## config.mk

```make
export PLATFORM = sky130hd
export DESIGN_NAME = instruction_fetch_unit_flat
export DESIGN_NICKNAME = d
export VERILOG_FILES = /design/src/rtl/instruction_fetch_unit_if.sv /design/src/rtl/instruction_fetch_unit.sv /design/src/flat_wrapper.sv
export SDC_FILE = /design/constraint.sdc
export NUM_CORES = 1
export LEC_CHECK = 0
export CORE_MARGIN = 4
export CORE_UTILIZATION = 43
export CTS_BUF_LIST = sky130_fd_sc_hd__clkbuf_4
export DETAILED_ROUTE_END_ITERATION = 16
export PLACE_DENSITY_LB_ADDON = 0.12
export SLEW_MARGIN = 20
export SYNTH_ARGS = -nofsm -noshare
export SYNTH_HDL_FRONTEND = slang
export SYNTH_SLANG_ARGS = --single-unit
```

## constraint.sdc

```tcl
create_clock -name CLK -period 2.3 [get_ports CLK]
set_input_delay 0.23 -clock CLK [delete_from_list [all_inputs] [get_ports CLK]]
set_output_delay 0.23 -clock CLK [all_outputs]
set_load 0.05 [all_outputs]
```

## src/rtl/instruction_fetch_unit_if.sv

```systemverilog
// instruction_fetch_unit_if: PC, instruction-memory and decode-side signals of the fetch stage.
// master is the fetch unit; slave is the surrounding PC/memory/decode environment.
interface instruction_fetch_unit_if #(
   parameter int DATA_WIDTH = 32
);
   logic [31:0]           pc_in;
   logic                  pc_valid;
   logic                  pc_advance;
   logic                  redirect;
   logic                  mem_req;
   logic [31:0]           mem_addr;
   logic                  mem_ack;
   logic [DATA_WIDTH-1:0] mem_rdata;
   logic                  mem_err;
   logic [DATA_WIDTH-1:0] instr_out;
   logic [31:0]           instr_pc;
   logic                  instr_valid;
   logic                  decode_ready;
   logic                  fetch_fault;
   modport master (
      input  pc_in, pc_valid, redirect, mem_ack, mem_rdata, mem_err, decode_ready,
      output pc_advance, mem_req, mem_addr, instr_out, instr_pc, instr_valid, fetch_fault
   );
   modport slave (
      output pc_in, pc_valid, redirect, mem_ack, mem_rdata, mem_err, decode_ready,
      input  pc_advance, mem_req, mem_addr, instr_out, instr_pc, instr_valid, fetch_fault
   );
endinterface

```

## src/rtl/instruction_fetch_unit.sv

```systemverilog
// instruction_fetch_unit: fetches one word per PC over req/ack and holds it for decode.
// Misaligned PCs, bus errors and timeouts deliver a NOP fault word, then the unit halts.
module instruction_fetch_unit #(
   parameter int                    DATA_WIDTH = 32,
   parameter int                    MAX_WAIT   = 16,
   parameter logic [DATA_WIDTH-1:0] NOP_INSTR  = '0
) (
   input  logic                     CLK,
   input  logic                     RESET,
   instruction_fetch_unit_if.master bus
);
   localparam int WW = $clog2(MAX_WAIT + 1);
   typedef enum logic [1:0] {IDLE, REQ, HOLD, HALT} state_e;
   state_e                state_q, state_d;
   logic                  mem_req_q, mem_req_d;
   logic [31:0]           mem_addr_q, mem_addr_d;
   logic [DATA_WIDTH-1:0] instr_out_q, instr_out_d;
   logic [31:0]           instr_pc_q, instr_pc_d;
   logic                  instr_valid_q, instr_valid_d;
   logic                  fetch_fault_q, fetch_fault_d;
   logic                  pc_advance_q, pc_advance_d;
   logic                  drop_q, drop_d;
   logic [WW-1:0]         wait_q, wait_d;
   logic                  dropped, timeout, fault;
   always_comb begin
      state_d       = state_q;
      mem_req_d     = mem_req_q;
      mem_addr_d    = mem_addr_q;
      instr_out_d   = instr_out_q;
      instr_pc_d    = instr_pc_q;
      instr_valid_d = instr_valid_q;
      fetch_fault_d = fetch_fault_q;
      pc_advance_d  = 1'b0;
      drop_d        = drop_q;
      wait_d        = wait_q;
      dropped       = drop_q | bus.redirect;
      timeout       = wait_q == WW'(MAX_WAIT - 1);
      fault         = !bus.mem_ack || bus.mem_err;
      case (state_q)
         // pc_advance_q still high means pc_in has not stepped yet
         IDLE: if (bus.pc_valid && !bus.redirect && !pc_advance_q) begin
            if (bus.pc_in[1:0] == 2'b00) begin
               mem_req_d  = 1'b1;
               mem_addr_d = bus.pc_in;
               state_d    = REQ;
            end else begin
               instr_out_d   = NOP_INSTR;
               instr_pc_d    = bus.pc_in;
               fetch_fault_d = 1'b1;
               instr_valid_d = 1'b1;
               state_d       = HOLD;
            end
         end
         REQ: if (bus.mem_ack || timeout) begin
            mem_req_d     = 1'b0;
            wait_d        = '0;
            drop_d        = 1'b0;
            instr_out_d   = dropped ? instr_out_q : (fault ? NOP_INSTR : bus.mem_rdata);
            instr_pc_d    = dropped ? instr_pc_q : mem_addr_q;
            fetch_fault_d = !dropped && fault;
            instr_valid_d = !dropped;
            state_d       = dropped ? IDLE : HOLD;
         end else begin
            wait_d = wait_q + WW'(1);
            drop_d = dropped;
         end
         HOLD: if (bus.redirect) begin
            instr_valid_d = 1'b0;
            fetch_fault_d = 1'b0;
            state_d       = IDLE;
         end else if (bus.decode_ready) begin
            instr_valid_d = 1'b0;
            pc_advance_d  = !fetch_fault_q;
            state_d       = fetch_fault_q ? HALT : IDLE;
         end
         HALT: if (bus.redirect) begin
            fetch_fault_d = 1'b0;
            state_d       = IDLE;
         end
         default: state_d = IDLE;
      endcase
   end
   always_ff @(posedge CLK or negedge RESET) begin
      if (!RESET) begin
         state_q       <= IDLE;
         mem_req_q     <= 1'b0;
         mem_addr_q    <= '0;
         instr_out_q   <= '0;
         instr_pc_q    <= '0;
         instr_valid_q <= 1'b0;
         fetch_fault_q <= 1'b0;
         pc_advance_q  <= 1'b0;
         drop_q        <= 1'b0;
         wait_q        <= '0;
      end else begin
         state_q       <= state_d;
         mem_req_q     <= mem_req_d;
         mem_addr_q    <= mem_addr_d;
         instr_out_q   <= instr_out_d;
         instr_pc_q    <= instr_pc_d;
         instr_valid_q <= instr_valid_d;
         fetch_fault_q <= fetch_fault_d;
         pc_advance_q  <= pc_advance_d;
         drop_q        <= drop_d;
         wait_q        <= wait_d;
      end
   end
   assign bus.mem_req     = mem_req_q;
   assign bus.mem_addr    = mem_addr_q;
   assign bus.instr_out   = instr_out_q;
   assign bus.instr_pc    = instr_pc_q;
   assign bus.instr_valid = instr_valid_q;
   assign bus.fetch_fault = fetch_fault_q;
   // a same-cycle redirect replaces the PC, so the step must not happen
   assign bus.pc_advance  = pc_advance_q & ~bus.redirect;
   a_addr_stable: assert property (@(posedge CLK) disable iff (!RESET)
      mem_req_q |=> !mem_req_q || $stable(mem_addr_q));
   a_wait_bound: assert property (@(posedge CLK) disable iff (!RESET)
      state_q == REQ |-> wait_q < WW'(MAX_WAIT));
endmodule

```

## src/flat_wrapper.sv

```systemverilog
// flat-port wrapper written by rule: the top's interface ports become plain ports
module instruction_fetch_unit_flat 
#(
   parameter int                    DATA_WIDTH = 32,
   parameter int                    MAX_WAIT   = 16,
   parameter logic [DATA_WIDTH-1:0] NOP_INSTR  = '0
)
  (CLK, RESET, bus_pc_in, bus_pc_valid, bus_redirect, bus_mem_ack, bus_mem_rdata, bus_mem_err, bus_decode_ready, bus_pc_advance, bus_mem_req, bus_mem_addr, bus_instr_out, bus_instr_pc, bus_instr_valid, bus_fetch_fault);
  instruction_fetch_unit_if #(.DATA_WIDTH(DATA_WIDTH)) bus_i ();
  input  logic CLK;
  input  logic RESET;
  input wire logic [$bits(bus_i.pc_in)-1:0] bus_pc_in;
  input wire logic [$bits(bus_i.pc_valid)-1:0] bus_pc_valid;
  input wire logic [$bits(bus_i.redirect)-1:0] bus_redirect;
  input wire logic [$bits(bus_i.mem_ack)-1:0] bus_mem_ack;
  input wire logic [$bits(bus_i.mem_rdata)-1:0] bus_mem_rdata;
  input wire logic [$bits(bus_i.mem_err)-1:0] bus_mem_err;
  input wire logic [$bits(bus_i.decode_ready)-1:0] bus_decode_ready;
  output wire logic [$bits(bus_i.pc_advance)-1:0] bus_pc_advance;
  output wire logic [$bits(bus_i.mem_req)-1:0] bus_mem_req;
  output wire logic [$bits(bus_i.mem_addr)-1:0] bus_mem_addr;
  output wire logic [$bits(bus_i.instr_out)-1:0] bus_instr_out;
  output wire logic [$bits(bus_i.instr_pc)-1:0] bus_instr_pc;
  output wire logic [$bits(bus_i.instr_valid)-1:0] bus_instr_valid;
  output wire logic [$bits(bus_i.fetch_fault)-1:0] bus_fetch_fault;
  assign bus_i.pc_in = bus_pc_in;
  assign bus_i.pc_valid = bus_pc_valid;
  assign bus_i.redirect = bus_redirect;
  assign bus_i.mem_ack = bus_mem_ack;
  assign bus_i.mem_rdata = bus_mem_rdata;
  assign bus_i.mem_err = bus_mem_err;
  assign bus_i.decode_ready = bus_decode_ready;
  assign bus_pc_advance = bus_i.pc_advance;
  assign bus_mem_req = bus_i.mem_req;
  assign bus_mem_addr = bus_i.mem_addr;
  assign bus_instr_out = bus_i.instr_out;
  assign bus_instr_pc = bus_i.instr_pc;
  assign bus_instr_valid = bus_i.instr_valid;
  assign bus_fetch_fault = bus_i.fetch_fault;
  instruction_fetch_unit #(.DATA_WIDTH(DATA_WIDTH), .MAX_WAIT(MAX_WAIT), .NOP_INSTR(NOP_INSTR)) u_core (.CLK(CLK), .RESET(RESET), .bus(bus_i));
endmodule
```

# Word level (Yosys, flattened, before mapping)
# Index checks and enable logic that the tools add are counted.
# word_totals
reg_bits,108
input_bits,71
output_inout_bits,100
word_cells,85
# classes
n_addsub,1
eq_ne,12
mux,38
n_bitwise,3
reduce_logical,21
# op_table
op,n
$mux W32,9
$pmux W32 S2,2
$mux W2,8
$mux W1,14
$reduce_and A4 Y1,3
$reduce_and A5 Y1,2
$ne A2 B1 Y1 const B,4
$pmux W2 S4,1
$ne A2 B2 Y1 const B,3
$pmux W1 S3,2
$add A5 B1 Y5 const B,1
$eq A5 B4 Y1 const B,1
$logic_not A1 Y1,5
$mux W5,1
$eq A2 B2 Y1 const B,2
$logic_not A2 Y1,2
$logic_and A1 B1 Y1,3
$ne A3 B3 Y1 const B,1
$reduce_and A3 Y1,1
$reduce_bool A3 Y1,1
$eq A2 B1 Y1 const B,1
$logic_or A1 B1 Y1,2
$pmux W1 S2,1
$reduce_bool A2 Y1,1
other kinds (4),4

# Longest topological paths before layout
# depth
ltp_word,6
mapped_depth,9
ltp_nobuf,7

# Least setup slack after synthesis
# OpenSTA, ideal clock, no wires.
# synth_timing
kind,register to register
from,register u_core.wait_q[0]
to,"register u_core.instr_pc_q[0], in the netlist u_core.bus.instr_pc[0]"
t_arrival_ns,2.008
t_required_ns,2.175
slack_ns,0.167
path_stages_with_launch,10
n_path_buf,2
period_less_slack_ns,2.133
cell_sequence,dfrtp_1 > ha_1 > and3_1 > ha_1 > nor2_2 > nor4_4 > nand2b_1 > buf_6 > buf_12 > mux2_4
# synth_via
elab_chain_len,4
# synth_rtl
element,line,rtl
"start, declared",instruction_fetch_unit.sv:23,"logic [WW-1:0] wait_q, wait_d;"
"start signal, assigned",instruction_fetch_unit.sv:105,wait_q <= wait_d;
$eq A5 B4 Y1,instruction_fetch_unit.sv:37,timeout = wait_q == WW'(MAX_WAIT - 1);
$logic_or A1 B1 Y1,instruction_fetch_unit.sv:54,REQ: if (bus.mem_ack || timeout) begin
$ne A2 B1 Y1 (no source line),--,
$reduce_and A5 Y1 (no source line),--,
"end signal, assigned",instruction_fetch_unit.sv:100,instr_pc_q <= instr_pc_d;
"end, declared",instruction_fetch_unit.sv:18,"logic [31:0] instr_pc_q, instr_pc_d;"
# No other way between the ends.
# A chain may end at the register's enable or synchronous reset.

# Final worst setup path
# layout_timing
from,register u_core.wait_q[1]
to,"register u_core.instr_pc_q[12], in the netlist u_core.bus.instr_pc[12]"
# Same word-level chain as after synthesis.

==> impl_metrics.toml <==
[outcome]
status = "finished clean"

[layout]
instances_no_fill = 776
drive_gt1_frac = 0.179
final_common_cell = "clkdlybuf4s50_1"
syn2layout_area_growth_pct = 42.7
mostFrequentLayoutCells = "168 x clkdlybuf4s50_1, 136 x nand2_1, 108 x dfrtp_1, 35 x inv_1, 34 x mux2_2"
layout.nets = 702
antennaDiodeCount = 0

[flow_run]
max-cap-violations = 0

[route]
drt_iter0_drc = 168
first_pass_iters = 4
via_per_inst = 4.86
wl_per_cell_um = 16.4
num_vias = 3772
route.detailed.drc = 0
wl_mm = 12.7
ant_nets = 0

[timing]
finalCritPeriodShare = 0.923
tns_ns = 0
hold_viol_final = 0
setup_violations = 0
whs_ns = 0.243
period_minus_slack_ns = 2.12
max_freq_mhz = 471
worst_pin_slew_ns = 0.559
slew_headroom = 0.626
rsz0062_at_grt = "false"
finalMaxSlewViolations = 0
finClkSkew_ns = 0.0168

[worst_setup_path]
cp.required_ns = 2.67
startpoint = "u_core.wait_q[1]$_DFFE_PN0P_"
path_cells = "ha_2 > and3_1 > ha_2 > nor2_4 > nor4_4 > nand2b_4 > clkbuf_16 > buf_4 > mux2_4"
reg2reg_from = "u_core.wait_q[1]$_DFFE_PN0P_"
cp_slowest_cell = "dfrtp_1"
path_common_cell = "ha_2"
path_max_fanout = 6
worst_setup_path_end_kind = "register"
path_class = "reg -> reg"
crit_arrival_ns = 2.49
slowest_delay_ns = 0.43
crit_path_start_kind = "register"

[floorplanning]
start_util = 0.439
die_y_um = 116
fp.dieW_um = 116
io_pins = 171
num_rows = 39
core_area_mm2 = 0.0114
dieArea_mm2 = 0.0134

[synth]
yosys.cell_types.count = 35
netlist_area_mm2 = 0.00501
synth_fp_nets = 520
synthCells = 447
synth_warnings = 0
synth.yosys.seq_area_share = 0.539
ys_ff_latch = 108
avgSynthCellArea_um2 = 11.2

[global_route]
grt_first_pass_wirelength_mm = 19.2
antenna_found_initial = 0
grt_usage = 0.185
grt_pass1_vias = 3733
grt_max_degree = 42
grt_overflow = 0

[placed_design]
hpwl_mm = 8.79
routabilityCongestion = 0.859
dp_cells = 748
portBuffers = 170

[power_and_ir_drop]
power.density_mw_per_mm2 = 1380
p_leak_nw = 3.17
p_total_w = 0.00984
ir_worst_vdd_v = 0.000756

[clock_tree]
cts_made_buffers = 9
htree_num_levels = 3
clock_insertion_delay_worst_skew_ns = 0.46
clk_pin_slew_ns = 0.16
cts_root_buf = "clkbuf_4"
clockBufferDepth = 2
cts_sinks = 108
cts_tree = "yes"

[min_path]
hold_class = "in -> async"
==> final cells by class <==
type	instances	area, µm²
clock buffer	9	67.6
clock inverter	6	56.3
fill	977	4270
inverter	35	131
multi-input combinational	279	2010
sequential	108	2700
tap	143	179
timing repair buffer	196	2010
==> power by group <==
group / total [W] / switching [W] / leakage, nW / internal, W
registers: 0.00310 / 0.000496 / 1.38 / 0.00260
logic: 0.00583 / 0.00355 / 1.72 / 0.00228
clock network: 0.000921 / 0.000603 / 0.0690 / 0.000318
==> synthesized netlist by cell type <==
library cell | n | area [µm²]
nand2_1 | 136 | 510
dfrtp_1 | 108 | 2700
inv_1 | 35 | 131
mux2_2 | 34 | 383
mux2i_1 | 33 | 330
mux2_4 | 28 | 420
buf_2 | 10 | 50.1
clkbuf_1 | 6 | 22.5
buf_6 | 5 | 56.3
o21ai_0 | 5 | 25.0
a21oi_1 | 4 | 20.0
nand2b_1 | 4 | 25.0
nand3_1 | 4 | 20.0
nor2_1 | 4 | 15.0
nor2b_1 | 4 | 25.0
buf_12 | 3 | 60.1
and2_1 | 2 | 12.5
and3_1 | 2 | 12.5
ha_1 | 2 | 25.0
o22ai_1 | 2 | 12.5
o31ai_1 | 2 | 15.0
a2111oi_0 | 1 | 8.76
a221oi_1 | 1 | 8.76
a22oi_1 | 1 | 7.51
buf_4 | 1 | 7.51
nand3_2 | 1 | 10.0
nand3b_1 | 1 | 7.51
nor2_2 | 1 | 6.26
nor3b_1 | 1 | 7.51
nor3b_4 | 1 | 18.8
nor4_4 | 1 | 21.3
o21a_1 | 1 | 7.51
o21ba_2 | 1 | 10.0
o311a_1 | 1 | 10.0
or2_2 | 1 | 6.26
==> cells by family (layout without fill, tap and decap cells) <==
group / after synthesis / in the layout / synth area share
mux: 95 / 95 / 0.226
fa+ha+maj: 2 / 2 / 0.00499
flops: 108 / 108 / 0.539
simple gates: 163 / 163 / 0.139
compound gates: 19 / 19 / 0.0250
buf+inv: 60 / 246 / 0.0654
==> repair_timing <==
action / in CTS / in global routing
hold endpoints to repair: 35 / 0
setup buffers: 0 / 9
resized for setup: 0 / 5
endpoints found under the setup margin: 0 / 12
hold buffers: 1 / 0
==> worst max-delay path, delay by kind of cell (launching register included) <==
kind	cells	cell delay, ns
mux	1	0.28
simple gates	4	0.60
flops	1	0.43
fa+ha+maj	2	0.40
buf+inv	2	0.32
==> layer usage <==
| metal | global-route usage | vias up | routed length (µm) |
|---|---|---|---|
| met5 | 0 | - | 0 |
| met2 | 0.297 | 122 | 6000 |
| li1 | - | 1803 | - |
| met1 | 0.244 | 1832 | 5510 |
| met4 | 0.0735 | 0 | 262 |
| met3 | 0.0397 | 15 | 938 |
==> metrics by stage <==
| step | setup WS [ns] | area, µm² | utilization |
|---|---|---|---|
| 2_1_floorplan | 0.167 | 5010 | - |
| 3_3_place_gp | 0.0851 | 6840 | 0.599 |
| 3_5_place_dp | -0.000885 | 6840 | 0.599 |
| 4_1_cts | 0.0683 | 6980 | 0.611 |
| 5_1_grt | 0.0487 | 7150 | 0.626 |
| 6_report | 0.177 | 7150 | 0.626 |
==> worst paths after layout <==
path                                                        to  slack (ns)  cells after the start
max                        u_core.bus.instr_pc[12]$_DFFE_PN0P_        0.18                      9
min                         u_core.bus.instr_pc[6]$_DFFE_PN0P_        0.24                      2
max reg2reg                u_core.bus.instr_pc[12]$_DFFE_PN0P_        0.18                      9
min reg2reg                       u_core.wait_q[3]$_DFFE_PN0P_        0.50                      1
max in group asynchronous  u_core.bus.mem_addr[19]$_DFFE_PN0P_        1.26                      3
min in group CLK           u_core.bus.instr_out[1]$_DFFE_PN0P_        0.30                      3
==> state kept, by name, summed over array words and instances, names as in the netlist <==
| register | flops |
|---|---|
| u_core.bus.mem_req | 1 |
| u_core.pc_advance_q | 1 |
| u_core.state_q | 2 |
| u_core.bus.fetch_fault | 1 |
| u_core.wait_q | 5 |
| u_core.bus.instr_pc | 32 |
| u_core.bus.instr_out | 32 |
| u_core.bus.instr_valid | 1 |
| u_core.drop_q | 1 |
| u_core.bus.mem_addr | 32 |
Power figures use the tool's default switching activity.
